`config.mk`:
```
export PLATFORM = sky130hd
export DESIGN_NAME = thor2023_inta_master
export DESIGN_NICKNAME = d
export VERILOG_FILES = /design/src/rtl/thor2023_inta_master_pkg.sv /design/src/rtl/thor2023_inta_master.sv
export SDC_FILE = /design/constraint.sdc
export NUM_CORES = 1
export LEC_CHECK = 0
export ABC_AREA = 1
export CORE_MARGIN = 4
export CORE_UTILIZATION = 47
export DETAILED_ROUTE_END_ITERATION = 10
export PLACE_DENSITY = 0.95
export SYNTH_ARGS = -nofsm -noshare
export SYNTH_HDL_FRONTEND = slang
export SYNTH_SLANG_ARGS = --single-unit
```
`constraint.sdc`:
```
create_clock -name clk_i -period 2.6 [get_ports clk_i]
set_input_delay 0.52 -clock clk_i [delete_from_list [all_inputs] [get_ports clk_i]]
set_output_delay 0.52 -clock clk_i [all_outputs]
set_load 0.02 [all_outputs]
```
`src/rtl/thor2023_inta_master_pkg.sv`:
```
// thor2023_inta_master_pkg: shared Thor2023 interrupt-acknowledge types and bus constants.
package thor2023_inta_master_pkg;

    typedef enum logic [1:0] {
        IDLE = 2'd0,
        INTA = 2'd1,
        PEND = 2'd2
    } inta_state_t;

    localparam logic [2:0]  INTA_CTI        = 3'b110;
    localparam logic [27:0] INTA_ADR_PREFIX = 28'hFFFFFFF;
    localparam logic [5:0]  BCAST_CORE      = 6'h3F;

endpackage

```
`src/rtl/thor2023_inta_master.sv`:
```
// thor2023_inta_master: qualifies controller requests, runs the interrupt-acknowledge
// bus cycle and presents level/cause to the core until it takes the interrupt.
module thor2023_inta_master
    import thor2023_inta_master_pkg::*;
#(
    parameter logic [5:0]  CORE_ID        = 6'd0,
    parameter logic [7:0]  NMI_CAUSE      = 8'h02,
    parameter logic [7:0]  SPURIOUS_CAUSE = 8'd24,
    parameter int unsigned TIMEOUT        = 16
) (
    input  logic        clk_i,
    input  logic        rst_ni,
    input  logic [3:0]  irq_i,
    input  logic [7:0]  cause_i,
    input  logic [5:0]  core_i,
    input  logic        nmi_i,
    input  logic [3:0]  ipl_i,
    input  logic        ie_i,
    output logic        cyc_o,
    output logic        stb_o,
    output logic        we_o,
    output logic [2:0]  cti_o,
    output logic [3:0]  sel_o,
    output logic [31:0] adr_o,
    input  logic        ack_i,
    input  logic [31:0] dat_i,
    input  logic        vp_i,
    output logic        irq_valid_o,
    output logic        irq_nmi_o,
    output logic        irq_spurious_o,
    output logic [3:0]  irq_level_o,
    output logic [7:0]  irq_cause_o,
    input  logic        irq_take_i
);

    localparam int CW = $clog2(TIMEOUT) + 1;

    inta_state_t   state;
    logic [3:0]    irq_q;
    logic [7:0]    cause_q;
    logic [5:0]    core_q;
    logic          cond_q;
    logic          nmi_q;
    logic          nmi_pend;
    logic [CW-1:0] wd;
    logic          cond;
    logic          qual;
    logic          nmi_edge;
    logic          wd_done;
    logic          unused_dat;

    assign we_o       = 1'b0;
    assign unused_dat = ^dat_i[31:8];

    always_comb begin
        cond     = irq_i != 4'd0 && irq_i > ipl_i && ie_i && (core_i == CORE_ID || core_i == BCAST_CORE);
        qual     = cond && cond_q && irq_i == irq_q && cause_i == cause_q && core_i == core_q;
        nmi_edge = nmi_i & ~nmi_q;
        wd_done  = wd == CW'(TIMEOUT - 1);
    end

    always_ff @(posedge clk_i or negedge rst_ni) begin
        if (!rst_ni) begin
            state          <= IDLE;
            irq_q          <= '0;
            cause_q        <= '0;
            core_q         <= '0;
            cond_q         <= 1'b0;
            nmi_q          <= 1'b0;
            nmi_pend       <= 1'b0;
            wd             <= '0;
            cyc_o          <= 1'b0;
            stb_o          <= 1'b0;
            cti_o          <= 3'b000;
            sel_o          <= 4'h0;
            adr_o          <= '0;
            irq_valid_o    <= 1'b0;
            irq_nmi_o      <= 1'b0;
            irq_spurious_o <= 1'b0;
            irq_level_o    <= '0;
            irq_cause_o    <= '0;
        end else begin
            irq_q    <= irq_i;
            cause_q  <= cause_i;
            core_q   <= core_i;
            nmi_q    <= nmi_i;
            // qualification history only accrues while idle, forcing a fresh 2-clock window after PEND
            cond_q   <= cond && state == IDLE;
            nmi_pend <= nmi_pend | nmi_edge;
            case (state)
                IDLE: begin
                    if (nmi_pend || nmi_edge) begin
                        state       <= PEND;
                        nmi_pend    <= 1'b0;
                        irq_valid_o <= 1'b1;
                        irq_nmi_o   <= 1'b1;
                        irq_level_o <= 4'hF;
                        irq_cause_o <= NMI_CAUSE;
                    end else if (qual) begin
                        state       <= INTA;
                        wd          <= '0;
                        cyc_o       <= 1'b1;
                        stb_o       <= 1'b1;
                        cti_o       <= INTA_CTI;
                        sel_o       <= 4'hF;
                        adr_o       <= {INTA_ADR_PREFIX, irq_i[2:0], 1'b0};
                        irq_level_o <= irq_i;
                        irq_cause_o <= cause_i;
                    end
                end
                INTA: begin
                    wd <= wd + 1'b1;
                    if (ack_i || vp_i || wd_done) begin
                        state       <= PEND;
                        cyc_o       <= 1'b0;
                        stb_o       <= 1'b0;
                        cti_o       <= 3'b000;
                        sel_o       <= 4'h0;
                        adr_o       <= '0;
                        irq_valid_o <= 1'b1;
                        if (ack_i) begin
                            irq_cause_o    <= dat_i[7:0];
                            irq_spurious_o <= dat_i[7:0] == SPURIOUS_CAUSE;
                        end else if (!vp_i) begin
                            irq_cause_o    <= SPURIOUS_CAUSE;
                            irq_spurious_o <= 1'b1;
                        end
                    end
                end
                PEND: begin
                    if (irq_take_i) begin
                        state          <= IDLE;
                        irq_valid_o    <= 1'b0;
                        irq_nmi_o      <= 1'b0;
                        irq_spurious_o <= 1'b0;
                    end
                end
                default: state <= IDLE;
            endcase
        end
    end

endmodule
```
; Yosys cells after proc, flatten, opt, wreduce, memory -nomap -nowiden
; Index checks and enable logic that the tools add are counted.
; Widths: inputs -> output; s select.
[word_totals]
romBits = 0
inputBits = 61
elab_cells = 108
mem_count = 0
output_inout_bits = 57
latch_bits = 0
ff_bits = 83
ramBits = 0
[op_classes]
order_cmp = 1
div = 0
n_bitwise = 3
reduce_logical = 28
n_addsub = 1
n_eq_ne = 15
mux = 43
n_shift = 0
multipliers = 0
[ops]
columns = operator, count
row1 = $mux 32, 3
row2 = $pmux 32 s2, 1
row3 = $mux 8, 5
row4 = $mux 4, 5
row5 = $pmux 8 s2, 1
row6 = $reduce_and 4->1, 4
row7 = $mux 1, 11
row8 = $mux 5, 2
row9 = $pmux 5 s2, 1
row10 = $mux 3, 3
row11 = $reduce_and 3->1, 3
row12 = $eq 8x5->1 const B, 1
row13 = $eq 8x8->1, 1
row14 = $logic_and 1x1->1, 8
row15 = $mux 2, 4
row16 = $ne 2x2->1 const B, 4
row17 = $pmux 4 s2, 1
row18 = $reduce_bool 2->1, 4
row19 = $eq 6x6->1, 1
row20 = $eq 6x6->1 const B, 1
row21 = $logic_not 6->1, 1
row22 = $pmux 1 s2, 3
row23 = $pmux 2 s3, 1
row24 = $pmux 3 s2, 1
row25 = 18 further kinds, 21

; Depth between registers and ports, before layout
[logic_depth]
word_depth = 11
ltp_mapped = 14

; Worst setup path after synthesis
; No wires, ideal clock.
[synth_timing]
path_kind = input port to flip-flop
startpoint = in ipl_i[3]
endpoint = reg sel_o[2]
required_time_ps = 2478
path_stages = 13
n_path_buf = 0
setup_slack_ps = 814
arrival_ps = 1664
path_cell_list = inv_1 > ha_1 > nand2_1 > inv_1 > nand2_1 > nand2_1 > nand3_4 > nor2_8 > nand3_4 > nand2_4 > nand2_2 > nand2_1 > nand2_1
[synth_between]
elab_chain_cells = 10
[synth_rtl]
columns = element, line
row1 = start: declaration, thor2023_inta_master.sv:17  ; input logic [3:0] ipl_i,
row2 = $gt 4x4->1, thor2023_inta_master.sv:56  ; cond = irq_i != 4'd0 && irq_i > ipl_i && ie_i && (core_i == CORE_ID || core_i == BCAST_CORE);
row3 = $logic_and 1x1->1 (3 in a row), thor2023_inta_master.sv:56
row4 = $logic_and 1x1->1 (4 in a row), thor2023_inta_master.sv:57  ; qual = cond && cond_q && irq_i == irq_q && cause_i == cause_q && core_i == core_q;
row5 = $ne 2x2->1 (no line), -
row6 = $reduce_and 4->1 (no line), -
row7 = end signal: assignment, thor2023_inta_master.sv:75  ; sel_o <= 4'h0;
row8 = end signal: assignment, thor2023_inta_master.sv:105  ; sel_o <= 4'hF;
row9 = end signal: assignment, thor2023_inta_master.sv:118  ; sel_o <= 4'h0;
row10 = end: declaration, thor2023_inta_master.sv:23  ; output logic [3:0] sel_o,
; Every way passes these cells.
; A chain may end at the register's enable or synchronous reset.

; Worst setup path after layout
[layout_timing]
startpoint = in irq_i[1]
endpoint = reg irq_cause_o[5]
[layout_between]
elab_chain_cells = 10
[layout_rtl]
columns = element, line
row1 = start: declaration, thor2023_inta_master.sv:13  ; input logic [3:0] irq_i,
row2 = $gt 4x4->1 / $reduce_bool 4->1 (equally long branches), thor2023_inta_master.sv:56
row3 = $logic_and 1x1->1 (3 in a row), thor2023_inta_master.sv:56
row4 = $logic_and 1x1->1, thor2023_inta_master.sv:57
row5 = $logic_and 1x1->1 (*) (3 in a row), thor2023_inta_master.sv:57
row6 = $ne 3x2->1 (no line) (*), -
row7 = $reduce_and 4->1 (no line) (*), -
row8 = end signal: assignment, thor2023_inta_master.sv:108  ; irq_cause_o <= cause_i;
row9 = end signal: assignment, thor2023_inta_master.sv:122  ; irq_cause_o <= dat_i[7:0];
row10 = end: declaration, thor2023_inta_master.sv:32  ; output logic [7:0] irq_cause_o,
; Mark *: on every way between the ends. The rest lies on a longest branch, timed or not.

==> impl_metrics.toml <==
[hold_path]
hp-class = "primary input to async pin"

[place]
dp_hpwl_um = 5850
dp_cells = 514
gp_congestion = 0.850
port_buffers = 90

[global_route]
grt_max_degree = 37
grt_pass1_vias = 2665
antenna_found_initial = 0
grt_first_pass_wirelength_um = 12100
grt-ovfl-total = 0
global_route.usage.total_pct = 20.3

[sta]
slew_viol_final = 0
clock_skew_ns = 0.0120
clock.fmax_ghz = 0.440
fin_crit_sh_pct = 87.4
final_hold_viol_count = 0
fin_crit_ns = 2.27
finalSetupTns_ns = 0
rsz0062_at_grt = "no"
setup_viol = 0

[logic_synthesis]
synth_seq_cells = 47
avgSynthCellArea_sq_um = 7.67
yosysWarnings = 0
ys_types = 36
ys.flop_type = "dfrtp_1"
synth_edf_count = 0
async_reset_ff_share_pct = 100
netlist_area_sq_mm = 0.00292
netlist_instances = 381
yosysSeqAreaShare_pct = 40.2

[floorplan]
core_sq_mm = 0.00599
rows = 28
die_h_um = 86.9
io_pins = 118
start_util_pct = 48.8
dieArea_sq_mm = 0.00754
die_w_um = 86.9

[cts]
cts_hold_buf = 0
cts.sinks = 47
root_buffer = "clkbuf_8"
worst_setup_hold_path_clk_slew_ns = 0.10
cts-htree-levels = 2
cts_resized = 0
cts_buffers = 5
cts_buffer_depth = 2
cts_setup_buffers = 0
clock_latency_ns = 0.31
cts_tree = "built"

[cells_and_area]
layout-drive-gt1-share_pct = 8.50
seq_area_sq_mm = 0.00118
nets = 513
syn2layout_area_growth_pct = 28.9
layout_commonest_cell = "nand2_1"
fillers = 482
fin_util_pct = 62.9
layout_common_cells = "nand2_1, clkdlybuf4s50_1, inv_1, dfrtp_1, nand3_1"
multi_input_area_sq_mm = 0.00125
fin_cells = 522
antenna_cells = 0

[worst_setup_path]
path_max_fanout = 9
critPathTopFamily = "simple AND/OR/NAND/NOR gates"
crit_path_end_kind = "register"
crit_path_start_kind = "primary input"
worstSetupPathType = "primary input to register"
critPathBufInv = 1
path_common_cell = "nand2_1"
cp.required_ns = 2.81
critPathMaxStageDelay_ns = 0.52
slowest_stage = "clkdlybuf4s50_1"
arrival_ns = 2.48
crit_chain = "clkdlybuf4s50_1, ha_1, nand2_1, nand2_1, nand2_1, nand2_1, nand3_4, nor2_8, nand3_4, nand2_8, nand2_4, nand2_1, nand2_1"

[route]
firstDrtPassIters = 6
totalWireLength_um = 7540
drcViolationCount = 0
wl_per_cell_um = 14.4
viasPerCell = 5.13
via_count = 2676
detail-route-antenna-nets = 0
drt_iter0_markers = 242

[pwr]
power_density_mw_per_mm2 = 592
ir_drop_mv = 0.428
total_power_mw = 2.23
p_leak_nw = 1.87

[status]
outcome = "completed"

[job]
maxCapViolCount = 0
==> final timing paths <==
path | start | endpoint | slack (ns) | cells after the start
max | irq_i[1] | irq_cause_o[5] | 0.33 | 13
min | rst_ni | irq_level_o[2] | 0.08 | 1
max reg2reg | wd[1] | irq_cause_o[5] | 0.64 | 11
min reg2reg | adr_o[1] | adr_o[1] | 0.49 | 2
max in group asynchronous | rst_ni | cause_q[0] | 1.78 | 2
min in group clk_i | adr_o[1] | adr_o[1] | 0.49 | 2
==> sequential cells by signal (all words and copies together) (netlist names) <==
name            count
core_q              6
irq_valid_o         1
cause_q             8
irq_q               4
adr_o               3
state               2
irq_level_o         4
irq_cause_o         8
irq_spurious_o      1
cond_q              1
nmi_pend            1
sel_o               1
irq_nmi_o           1
wd                  5
nmi_q               1
==> final cells by class <==
class,instances,area share [%]
clock buffer,6,2.19
sequential,47,31.2
clock inverter,2,0.432
multi-input combinational,239,33.1
tap,75,2.49
inverter,58,5.78
timing repair buffer,95,24.8
==> power breakdown <==
group	total (mW)	internal (mW)	leakage, nW	switching, mW
Combinational	0.841	0.332	1.28	0.509
Clock	0.481	0.217	0.0474	0.264
Sequential	0.908	0.834	0.547	0.0737
==> cells by family (layout without fill, tap and decap cells) <==
kind of cell / after synthesis / after routing / share of synthesized area, %
fa+ha+maj: 6 / 6 / 2.57
compound gates: 21 / 21 / 5.18
simple gates: 206 / 206 / 33.6
xor+xnor: 3 / 3 / 0.899
flops: 47 / 47 / 40.2
other cells: 1 / 3 / 0.128
buf+inv: 97 / 161 / 17.3
==> metrics by stage <==
stage	worst slack (ns)	hold slack (ns)	instance area, sq um
global placement	0.192	0.425	3670
floorplan	0.814	0.224	2930
finish	0.328	0.0781	3770
global route	0.271	0.0997	3770
CTS	0.349	0.0911	3770
detailed placement	0.0870	0.430	3670
==> cells in the mapped netlist (2+ instances only) <==
cell type / count / area (sq um)
nand2_1: 107 / 402
inv_1: 51 / 191
dfrtp_1: 47 / 1180
buf_4: 38 / 285
nand3_1: 35 / 175
nor2_1: 28 / 105
nand4_1: 10 / 62.6
ha_1: 6 / 75.1
inv_2: 6 / 22.5
a32o_1: 5 / 50.1
nor2_2: 5 / 31.3
o21ai_0: 5 / 25.0
nor2_4: 3 / 33.8
xnor2_1: 3 / 26.3
a21oi_1: 2 / 10.0
a22oi_1: 2 / 15.0
and2_1: 2 / 12.5
nand2_2: 2 / 12.5
nand2_4: 2 / 22.5
nand3_4: 2 / 35.0
nand3b_1: 2 / 15.0
nor4_1: 2 / 12.5
o21ai_1: 2 / 10.0
or2_0: 2 / 12.5
==> metal layers <==
| layer | wire, um | GRT usage, % | share of wire (%) | vias up |
|---|---|---|---|---|
| met5 | 0 | 0 | 0 | - |
| met4 | 153 | 6.66 | 2.0 | 0 |
| met3 | 462 | 4.26 | 6.1 | 19 |
| met2 | 3950 | 36.2 | 52 | 107 |
| met1 | 2970 | 24.2 | 39 | 1261 |
| li1 | - | - | - | 1289 |
(Power assumes the default switching activity.)
